==> src/rtl/quadrature_step_decoder.sv <==
// rtl/quadrature_step_decoder.sv - quadrature encoder front end: sync, glitch filter, Gray decode
//
// Ports:
//   c        clock, rising edge
//   r        asynchronous active-low reset
//   a, b     raw encoder channels, asynchronous to c
//   err_clr  synchronous clear of err_cnt
//   step     one-cycle count pulse for the downstream counter
//   m        direction level, 0 = up, 1 = down
//   err      one-cycle pulse on an illegal double-phase jump
//   err_cnt  saturating count of illegal jumps
//   rdy      high once the decoder has left INIT
//
// Build option QDEC_X4_EN: step on every legal transition (x4).
// Without it, step only on legal entries into phase 00 (x1).

module quadrature_step_decoder #(
   parameter int FILT_LEN = 3,
   parameter int ERR_W    = 4
) (
   input  logic             c,
   input  logic             r,
   input  logic             a,
   input  logic             b,
   input  logic             err_clr,
   output logic             step,
   output logic             m,
   output logic             err,
   output logic [ERR_W-1:0] err_cnt,
   output logic             rdy
);

   localparam logic [3:0]       FILT_LAST = 4'(FILT_LEN - 1);
   localparam logic [4:0]       INIT_LAST = 5'(FILT_LEN + 1);
   localparam logic [ERR_W-1:0] ERR_MAX   = {ERR_W{1'b1}};

   typedef enum logic {ST_INIT, ST_RUN} state_t;

   state_t     state_q, state_d;
   logic [4:0] init_cnt_q, init_cnt_d;

   // bit 1 = channel A, bit 0 = channel B throughout
   logic [1:0] sync1_q, sync2_q;
   logic [1:0] filt_q, filt_d;
   logic [1:0] prev_q, prev_d;
   logic [3:0] fcnt_q [2];
   logic [3:0] fcnt_d [2];

   logic fwd, rev, ill;
   logic step_d, err_d;

   // State register and pipeline flops
   always_ff @(posedge c or negedge r) begin
      if (!r) begin
         state_q    <= ST_INIT;
         init_cnt_q <= '0;
         sync1_q    <= '0;
         sync2_q    <= '0;
         filt_q     <= '0;
         prev_q     <= '0;
         fcnt_q[0]  <= '0;
         fcnt_q[1]  <= '0;
      end else begin
         state_q    <= state_d;
         init_cnt_q <= init_cnt_d;
         sync1_q    <= {a, b};
         sync2_q    <= sync1_q;
         filt_q     <= filt_d;
         prev_q     <= prev_d;
         fcnt_q[0]  <= fcnt_d[0];
         fcnt_q[1]  <= fcnt_d[1];
      end
   end

   // Next state, filter update
   always_comb begin
      state_d    = state_q;
      init_cnt_d = init_cnt_q;
      filt_d     = filt_q;
      prev_d     = filt_q;
      fcnt_d[0]  = fcnt_q[0];
      fcnt_d[1]  = fcnt_q[1];
      case (state_q)
         ST_INIT: begin
            // Track the pins directly so a resting encoder at any phase
            // leaves INIT with no pending transition.
            filt_d     = sync2_q;
            prev_d     = sync2_q;
            fcnt_d[0]  = '0;
            fcnt_d[1]  = '0;
            init_cnt_d = init_cnt_q + 5'd1;
            if (init_cnt_q == INIT_LAST) begin
               state_d = ST_RUN;
            end
         end
         default: begin
            for (int i = 0; i < 2; i++) begin
               if (sync2_q[i] != filt_q[i]) begin
                  if (fcnt_q[i] == FILT_LAST) begin
                     filt_d[i] = sync2_q[i];
                     fcnt_d[i] = '0;
                  end else begin
                     fcnt_d[i] = fcnt_q[i] + 4'd1;
                  end
               end else begin
                  fcnt_d[i] = '0;
               end
            end
         end
      endcase
   end

   // Classify the last filtered move, {previous, current}
   always_comb begin
      fwd = 1'b0;
      rev = 1'b0;
      ill = 1'b0;
      case ({prev_q, filt_q})
         4'b00_01, 4'b01_11, 4'b11_10, 4'b10_00: fwd = 1'b1;
         4'b00_10, 4'b10_11, 4'b11_01, 4'b01_00: rev = 1'b1;
         4'b00_11, 4'b11_00, 4'b01_10, 4'b10_01: ill = 1'b1;
         default: ;
      endcase
   end

   always_comb begin
      step_d = 1'b0;
      err_d  = 1'b0;
      if (state_q == ST_RUN) begin
`ifdef QDEC_X4_EN
         step_d = fwd | rev;
`else
         step_d = (fwd | rev) & (filt_q == 2'b00);
`endif
         err_d  = ill;
      end
   end

   // Registered outputs
   always_ff @(posedge c or negedge r) begin
      if (!r) begin
         step    <= 1'b0;
         m       <= 1'b0;
         err     <= 1'b0;
         err_cnt <= '0;
      end else begin
         step <= step_d;
         err  <= err_d;
         if (step_d) begin
            m <= rev;
         end
         // Clear takes priority over a coincident increment
         if (err_clr) begin
            err_cnt <= '0;
         end else if (err_d && (err_cnt != ERR_MAX)) begin
            err_cnt <= err_cnt + 1'b1;
         end
      end
   end

   assign rdy = (state_q == ST_RUN);

endmodule

==> config.mk <==
export PLATFORM = sky130hd
export DESIGN_NAME = quadrature_step_decoder
export DESIGN_NICKNAME = d
export VERILOG_FILES = /design/src/rtl/quadrature_step_decoder.sv
export SDC_FILE = /design/constraint.sdc
export NUM_CORES = 1
export LEC_CHECK = 0
export BUFFER_PORTS_ARGS = -buffer_cell sky130_fd_sc_hd__buf_2
export CAP_MARGIN = 20
export CORE_ASPECT_RATIO = 1.5
export CORE_UTILIZATION = 35
export DETAILED_ROUTE_END_ITERATION = 12
export PLACE_DENSITY = 0.6
export SLEW_MARGIN = 10
export SYNTH_ARGS = -nofsm -noshare
export SYNTH_HDL_FRONTEND = slang
export SYNTH_SLANG_ARGS = --single-unit
==> constraint.sdc <==
create_clock -name c -period 4.22 [get_ports c]
set_input_delay 0.211 -clock c [delete_from_list [all_inputs] [get_ports c]]
set_output_delay 0.211 -clock c [all_outputs]
set_load 0.01 [all_outputs]
==> flow_summary.yaml, run 1 <==
cts:
  cts_tree: "yes"
  clk_pin_slew_ns: 0.07
  cts_inserted_buffers: 5
  cts-htree-levels: 2
  cts_setup_buffers: 0
  clock_sinks: 29
  clockBufferDepth: 2
  cts-resized-gates: 0
  worst_skew_pair.late_latency_ns: 0.28
  root_buffer: "clkbuf_8"
outcome:
  status: "completed"
synth:
  synth_adder_area_share: 0.0694
  synthDistinctLibCells: 24
  postSynthAreaPerCell_sq_um: 12.0
  synth-simple-area-share: 0.167
  synth.top_cell.area_share: 0.575
  ys_top_cells_by_area: "dfrtp_1 57%, ha_1 6.9%, xnor2_1 6.2%, mux2_2 4.5%, nor2_1 4.5%"
  synth-seq-cells: 29
  synth_top_family_by_area: "simple AND/OR/NAND/NOR gates"
  synth_edf_count: 0
  synth.mux.area_fraction: 0.0525
  syn-cell-area_sq_mm: 0.00126
  syn_inst: 105
  synth_most_common_cell: "dfrtp_1"
  postSynth.asyncResetShare: 1.00
  synthesis.nets: 117
  synth_compound_area_frac: 0.0218
  yosysTopAreaCell: "dfrtp_1"
  synth_warnings: 0
  yosysSeqAreaShare: 0.575
  synthXorXnorAreaFrac: 0.0971
  synth_common_cells: "29 x dfrtp_1, 15 x nor2_1, 9 x xnor2_1, 7 x ha_1"
  synth_top_flop_cell: "dfrtp_1"
grt:
  antenna_found_initial: 0
  grt_pass1_wl_mm: 3.23
  grt_pass1_vias: 780
  grt_overflow_total: 0
  grt_max_degree: 30
  grt_usage: 0.119
timing:
  hold-worst-slack_ns: 0.0394
  fmax_mhz: 645
  setup_viol: 0
  fin_setup_tns_ns: 0
  worst_pin_slew_ns: 0.643
  slew_headroom: 0.571
  min_period_ns: 1.55
  hold_viol_final: 0
  post-route-period-util: 0.368
  drv_slew: 0
  rsz0062_at_grt: "no"
  skew_ns: 0.0105
placement:
  dp.cells: 158
  io_buffers: 12
  gp_congestion: 0.717
  hpwl_mm: 1.31
floorplan:
  io_pins: 13
  die_w_microns: 51.0
  core_area_sq_mm: 0.00342
  initial_core_util: 0.370
  die_area_sq_mm: 0.00386
  die_h_microns: 75.6
  row_count: 26
drt:
  drt_iter0_markers: 23
  drt_wl_total_mm: 1.87
  remaining_drc_errors: 0
  routedWlPerCell_microns: 11.2
  antenna_left: 0
  firstDrtPassIters: 4
  vias: 785
  vias_per_cell: 4.70
critical_path:
  worstPathRequired_ns: 4.39
  start_kind: "flip-flop"
  path_cells: "or3b_2, o21ai_0, nand2_1"
  worstPathArrival_ns: 1.72
  cp-end-kind: "flip-flop"
  path_max_fanout: 17
  cp_slowest_cell: "dfrtp_1"
  worst-setup-path-type: "reg2reg"
  slowest_delay_ns: 0.70
cells_and_area:
  drive_above_1_share: 0.224
  fin_nets: 136
  synthToLayoutAreaGrowth_pct: 20.0
  n_antenna_cell: 0
  fillers: 356
  fin_cells: 167
flow_run:
  max_cap_viol_count: 0
pwr:
  power.density_mw_per_mm2: 649
  vdd_drop_max_mv: 0.413
  cellLeakagePower_nw: 0.713
  power_uw: 984
worst_hold_path:
  hold_class: "in2reg"
## layout by cell type (no fill, tap or decap), drive strengths merged, types with 2 or more instances in the layout
cell    Yosys  routed
xor2        5       5
nand2       6       6
inv         5       5
xnor2       9       9
nor2       15      15
o21ai       3       3
nand3       6       6
dfrtp      29      29
bufinv      0       2
nand4b      2       2
clkbuf      1       5
ha          7       7
buf         0      12
mux2        5       5
## critical path, delay by kind of cell (launching register included)
family          cells  cell delay, ns
flops               1            0.70
compound gates      1            0.16
simple gates        2            0.58
## logic make-up (layout without fill, tap and decap cells)
kind of cell    after synthesis  count (layout)
compound gates                5               5
xor+xnor                     14              14
fa+ha+maj                     7               7
buf+inv                       6              26
flops                        29              29
mux                           6               6
simple gates                 38              38
## path summary, 6_finish.rpt
kind	from	to	slack [ns]	cells past startpoint
worst max-delay path	rdy	m	2.67	3
worst min-delay path	b	sync1_q[0]	0.04	1
worst max register to register	rdy	m	2.67	3
worst min register to register	sync1_q[1]	sync2_q[1]	0.35	0
max in group asynchronous	r	fcnt_q[4]	3.31	2
min in group asynchronous	r	prev_q[1]	0.49	2
## through the flow
| stage | cell area (sq um) | worst slack (ns) | utilization |
|---|---|---|---|
| after floorplan | 1260 | 2.78 | - |
| after global placement | 1370 | 2.72 | 0.401 |
| after detailed placement | 1370 | 2.69 | 0.401 |
| after CTS | 1520 | 2.66 | 0.444 |
| after global routing | 1520 | 2.57 | 0.444 |
| final | 1520 | 2.67 | 0.444 |
## repair_timing
item / 4_1_cts / 5_1_grt
endpoints found under the setup margin: 0 / 0
hold buffers: 1 / 0
endpoints found under the hold margin: 29 / 0
## state kept, by name, indices dropped and copies added (netlist names)
register / flops
init_cnt_q: 5
step: 1
filt_q: 2
sync2_q: 2
prev_q: 2
err: 1
fcnt_q: 8
err_cnt: 4
rdy: 1
sync1_q: 2
m: 1
## layer usage
metal	track usage	wire length, microns
met3	0.0419	67
met4	0.0895	32
met1	0.129	791
met5	0	0
met2	0.192	976
## final cells by class
type	instances	area (sq um)	share of cell area
clock inverters	3	65.1	0.0429
repair buffers	13	70.1	0.0462
well taps	42	52.6	0.0347
clock buffers	5	68.8	0.0454
flip-flops and latches	29	726	0.479
multi-input cells	70	514	0.339
inverters	5	18.8	0.0124
## where the power goes
part / switching, mW / leakage [nW] / internal, mW
Clock: 0.106 / 0.0681 / 0.234
Combinational: 0.117 / 0.285 / 0.132
Sequential: 0.0555 / 0.360 / 0.339
No activity file was read; power rests on OpenSTA's default activity.
==> run 2, diff against run 1 <==
- PLACE_DENSITY: 0.6 -> 0.62
- clock period: 4.22 -> 1.4 ns (I/O delays scaled with it)
==> run 2 against run 1 <==
Against the previous run: clock-buffer cell count rose by 1; cell count rose by 8.4%; utilization rose by 2.5 points; highest routed layer unchanged; sequential power rose to 3.0 times the previous value; sequential cell count did not move; non-clock buffer count rose by 14; worst setup slack got worse by 2.6 ns; power rose to 2.9 times the previous value; design area rose by 5.5%; die area did not move; routed wire length rose by 13%; clock skew fell by 0.0076 ns.
==> flow_summary.yaml, run 2 (synthesis gave the netlist of run 1 again) <==
critical_path:
  regToRegEndpoint: "m"
  cp-end-kind: "flip-flop"
  worst-setup-path-type: "reg2reg"
  rr_startpoint: "filt_q[1]"
  r2r_setup_slack_ns: 0.04
  start_kind: "flip-flop"
  path_max_fanout: 3
  slowest_delay_ns: 0.48
  path_cells: "buf_4, or3b_2, o21ai_1, nand2_1"
  rr_worst_depth: 4
  worstPathArrival_ns: 1.53
  cp_slowest_cell: "or3b_2"
  worstPathRequired_ns: 1.57
timing:
  drv_slew: 0
  min_period_ns: 1.36
  fmax_mhz: 735
  hold-worst-slack_ns: 0.347
  worst_pin_slew_ns: 0.633
  fin_setup_tns_ns: 0
  rsz0062_at_grt: "yes"
  setup_viol: 0
  slew_headroom: 0.578
  setup_ws_ns: 0.0395
  skew_ns: 0.00300
  hold_viol_final: 0
  post-route-period-util: 0.972
cts:
  root_buffer: "clkbuf_8"
  worst_skew_pair.late_latency_ns: 0.28
  cts_tree: "yes"
  cts_inserted_buffers: 5
  clock_sinks: 29
  clk_pin_slew_ns: 0.06
  clockBufferDepth: 2
  cts-htree-levels: 2
floorplan:
  io_pins: 13
  die_area_sq_mm: 0.00386
  initial_core_util: 0.370
  core_area_sq_mm: 0.00342
  die_h_microns: 75.6
  row_count: 26
  die_w_microns: 51.0
cells_and_area:
  fin_nets: 150
  top_register: "fcnt_q"
  fin_cells: 181
  layout_commonest_cell: "dfrtp_1"
  drive_above_1_share: 0.302
  synthToLayoutAreaGrowth_pct: 26.7
  n_antenna_cell: 0
  top_regs: "fcnt_q (8), init_cnt_q (5), err_cnt (4)"
  largest_reg_flops: 8
  fin_area_sq_mm: 0.00160
  final_cell_mix: "29 x dfrtp_1, 15 x nor2_1, 12 x buf_2, 11 x buf_4, 7 x xnor2_1"
  utilization: 0.468
drt:
  firstDrtPassIters: 4
  drt_iter0_markers: 10
  routed-wl-met3_microns: 100
  wl_met1_microns: 839
  top_layer_used: "met4"
  met2_length_mm: 1.12
  routedWlPerCell_microns: 11.7
  remaining_drc_errors: 0
  vias_per_cell: 4.70
  antenna_left: 0
  vias: 851
  drt_wl_total_mm: 2.12
grt:
  antenna_found_initial: 0
  grt_max_degree: 30
  grt_usage: 0.138
  grt_pass1_vias: 863
  grt_pass1_wl_mm: 3.68
  grt_overflow_total: 0
placement:
  io_buffers: 12
  placed_area_sq_mm: 0.00144
  gp_congestion: 0.727
  post-place-ws_ns: -0.0116
  dp.cells: 166
pwr:
  power.density_mw_per_mm2: 1790
  cellLeakagePower_nw: 0.764
  vdd_drop_max_mv: 0.912
  power_mw: 2.86
worst_hold_path:
  hold_class: "in2async"
flow_run:
  max_cap_viol_count: 0
outcome:
  status: "completed"
==> run 2: changes by cell type in the layout (fill, tap and decap cells not counted), sizes merged <==
cell,delta
dlygate4sd3,+3
buf,+11
clkinv,+1
clkbuf,+1
bufinv,-2
==> run 2: cell type report <==
cell class	instances	area (sq um)
multi-input combinational	70	537
tap	42	52.6
sequential	29	726
clock buffer	6	72.6
timing repair buffer	27	183
fill	330	1820
inverter	5	18.8
clock inverter	2	10.0
==> run 2: power by group <==
group / internal [mW] / switching, mW / total (mW)
logic: 0.589 / 0.451 / 1.04
registers: 1.02 / 0.149 / 1.17
clock network: 0.343 / 0.301 / 0.644
total: 1.96 / 0.901 / 2.86
==> run 2: how the worst max path moves through the flow <==
stage	startpoint	end	slack, ns
5_1_grt	prev_q[0]	err_cnt[3]	-0.02
6_report	filt_q[1]	m	0.04
4_1_cts	filt_q[0]	err_cnt[3]	0.02
3_3_place_gp	filt_q[1]	err_cnt[3]	0.04
3_5_place_dp	filt_q[1]	err_cnt[3]	-0.01
2_1_floorplan	err_cnt[0]	err_cnt[3]	0.01
==> run 2: worst max-delay path: cells and delay by family (launching register included) <==
| family | cells | cell delay (ns) |
|---|---|---|
| AND/OR/NAND/NOR | 2 | 0.54 |
| flip-flops | 1 | 0.41 |
| buffers and inverters | 1 | 0.15 |
| AO/OA/AOI/OAI | 1 | 0.15 |
==> run 2: what timing repair did <==
| action | in CTS | in global routing |
|---|---|---|
| pin swaps | 1 | 3 |
| hold buffers | 4 | 0 |
| endpoints found under the setup margin | 1 | 4 |
| buffers inserted | 3 | 0 |
| resized for setup | 0 | 3 |
| endpoints found under the hold margin | 35 | 0 |
==> run 2: routing by layer <==
| layer | track usage | vias to the layer above |
|---|---|---|
| li1 | - | 411 |
| met1 | 0.136 | 416 |
| met2 | 0.237 | 18 |
| met3 | 0.0539 | 6 |
| met4 | 0.0926 | 0 |
| met5 | 0 | - |
==> run 3, diff against run 2 <==
--- a/config.mk
+++ b/config.mk
@@ -8,8 +8,10 @@
 export BUFFER_PORTS_ARGS = -buffer_cell sky130_fd_sc_hd__buf_2
 export CAP_MARGIN = 20
+export CELL_PAD_IN_SITES_DETAIL_PLACEMENT = 2
+export CELL_PAD_IN_SITES_GLOBAL_PLACEMENT = 2
 export CORE_ASPECT_RATIO = 1.5
-export CORE_UTILIZATION = 35
+export CORE_UTILIZATION = 34
 export DETAILED_ROUTE_END_ITERATION = 12
-export PLACE_DENSITY = 0.62
+export PLACE_DENSITY = 0.8
 export SLEW_MARGIN = 10
 export SYNTH_ARGS = -nofsm -noshare
==> constraint.sdc (replaced) <==
create_clock -name c -period 1.4 [get_ports c]
set_input_delay 0.21 -clock c [delete_from_list [all_inputs] [get_ports c]]
set_output_delay 0.21 -clock c [all_outputs]
set_load 0.01 [all_outputs]
==> run 3 against run 2 <==
Against the previous run: the flow now finishes with violations (negative setup slack); worst setup slack got worse by 0.053 ns; non-clock buffer count fell by 4; utilization is 0.73 points lower; hold slack lost 0.31 ns; sequential share of layout area fell by 0.14 points; register-to-register slack got worse by 0.05 ns; first-iteration DRC count down 40%; clock power is 6.7% higher; critical path depth rose by 1; maximum frequency fell by 3.8%; cell count shrank 2.8%; critical endpoint is now err_cnt[3]; largest power group unchanged; highest routed layer unchanged.
==> flow_summary.yaml, run 3 (synthesis gave the netlist of run 1 again) <==
outcome:
  status: "finished, violations left"
  violations: "negative setup slack"
timing:
  setup_viol: 1
  slew_headroom: 0.551
  drv_slew: 0
  min_period_ns: 1.41
  setup_ws_ns: -0.0136
  fmax_mhz: 707
  worst_pin_slew_ns: 0.673
  rsz0062_at_grt: "yes"
  hold_viol_final: 0
  hold-worst-slack_ns: 0.0397
  post-route-period-util: 1.01
  skew_ns: 0.00960
cells_and_area:
  fillers: 359
  layout_commonest_cell: "dfrtp_1"
  fin_area_sq_mm: 0.00160
  drive_above_1_share: 0.328
  top_register: "fcnt_q"
  final_cell_mix: "29 x dfrtp_1, 15 x nor2_1, 12 x buf_2, 9 x buf_4, 7 x xnor2_1"
  largest_reg_flops: 8
  synthToLayoutAreaGrowth_pct: 27.1
  fin_nets: 146
  top_regs: "fcnt_q (8), init_cnt_q (5), err_cnt (4)"
  utilization: 0.461
  fin_cells: 176
  n_antenna_cell: 0
critical_path:
  worst-setup-path-type: "reg2reg"
  worstPathArrival_ns: 1.62
  worstPathRequired_ns: 1.61
  start_kind: "flip-flop"
  cp-end-kind: "flip-flop"
  path_max_fanout: 2
drt:
  remaining_drc_errors: 0
  drt_iter0_markers: 6
  antenna_left: 0
  firstDrtPassIters: 3
  top_layer_used: "met4"
  wl_met1_mm: 1.04
  drt_wl_total_mm: 3.00
  met2_length_mm: 1.79
  routed-wl-met3_microns: 105
  vias_per_cell: 4.94
  routedWlPerCell_microns: 17.0
  vias: 870
cts:
  cts_inserted_buffers: 5
  clock_sinks: 29
  clockBufferDepth: 2
  cts_tree: "yes"
  cts-htree-levels: 2
  root_buffer: "clkbuf_8"
  clk_pin_slew_ns: 0.06
  worst_skew_pair.late_latency_ns: 0.28
flow_run:
  max_cap_viol_count: 0
grt:
  antenna_found_initial: 0
  grt_pass1_vias: 985
  grt_pass1_wl_mm: 4.78
  grt_max_degree: 30
  grt_usage: 0.174
  grt_overflow_total: 0
floorplan:
  die_area_sq_mm: 0.00397
  die_h_microns: 76.6
  io_pins: 13
  initial_core_util: 0.363
  row_count: 26
  die_w_microns: 51.8
  core_area_sq_mm: 0.00348
placement:
  dp.cells: 166
  io_buffers: 12
  placed_area_sq_mm: 0.00144
  hpwl_mm: 2.13
  gp_congestion: 0.703
pwr:
  vdd_drop_max_mv: 1.01
  power_mw: 3.05
  cellLeakagePower_nw: 0.752
  power.density_mw_per_mm2: 1900
worst_hold_path:
  hold_class: "in2reg"
run 3: where the power goes:
part / switching (mW) / leakage [nW] / internal (mW)
clock: 0.299 / 0.0443 / 0.389
sequential: 0.158 / 0.360 / 1.02
combinational: 0.542 / 0.348 / 0.635
total: 0.999 / 0.752 / 2.05
run 3: final cells by class:
class,instances,area (sq um),area share
clock buffers,7,86.3,0.0538
inverters,5,18.8,0.0117
multi-input cells,70,572,0.356
flip-flops and latches,29,726,0.452
well taps,42,52.6,0.0328
repair buffers,23,149,0.0928
run 3: what timing repair did:
action	CTS	global route
pin swaps	2	2
hold endpoints to repair	29	0
hold buffers	1	0
setup buffers	1	1
resized for setup	4	7
endpoints found under the setup margin	2	5
run 3: routing by layer:
layer,up-vias,GRT usage
met5,-,0
met4,0,0.0730
met3,5,0.0599
met2,16,0.319
met1,448,0.165
li1,401,-
run 3: worst paths after layout:
kind                            start       endpoint  slack [ns]  cells after the start
max in group asynchronous           r      fcnt_q[1]        0.46                      2
max reg2reg                err_cnt[0]     err_cnt[3]       -0.01                      5
min in group asynchronous           r  init_cnt_q[2]        0.50                      2
min                                 a     sync1_q[1]        0.04                      1
max                        err_cnt[0]     err_cnt[3]       -0.01                      5
min reg2reg                sync1_q[1]     sync2_q[1]        0.35                      0
run 3: worst max-delay path, cell delays in order (launching register included):
cell	delay, ns
dfrtp_1	0.40
ha_2	0.22
nand3_2	0.08
nand4bb_4	0.12
or3_4	0.37
a21oi_4	0.14
run 3: metrics by stage:
| stage | setup TNS, ns | setup WS (ns) |
|---|---|---|
| final | -0.0136 | -0.0136 |
| after global routing | -0.231 | -0.0765 |
| after CTS | 0 | 0.00372 |
| after detailed placement | -0.0705 | -0.0420 |
| after global placement | 0 | 0.0826 |
| after floorplan | 0 | 0.0114 |
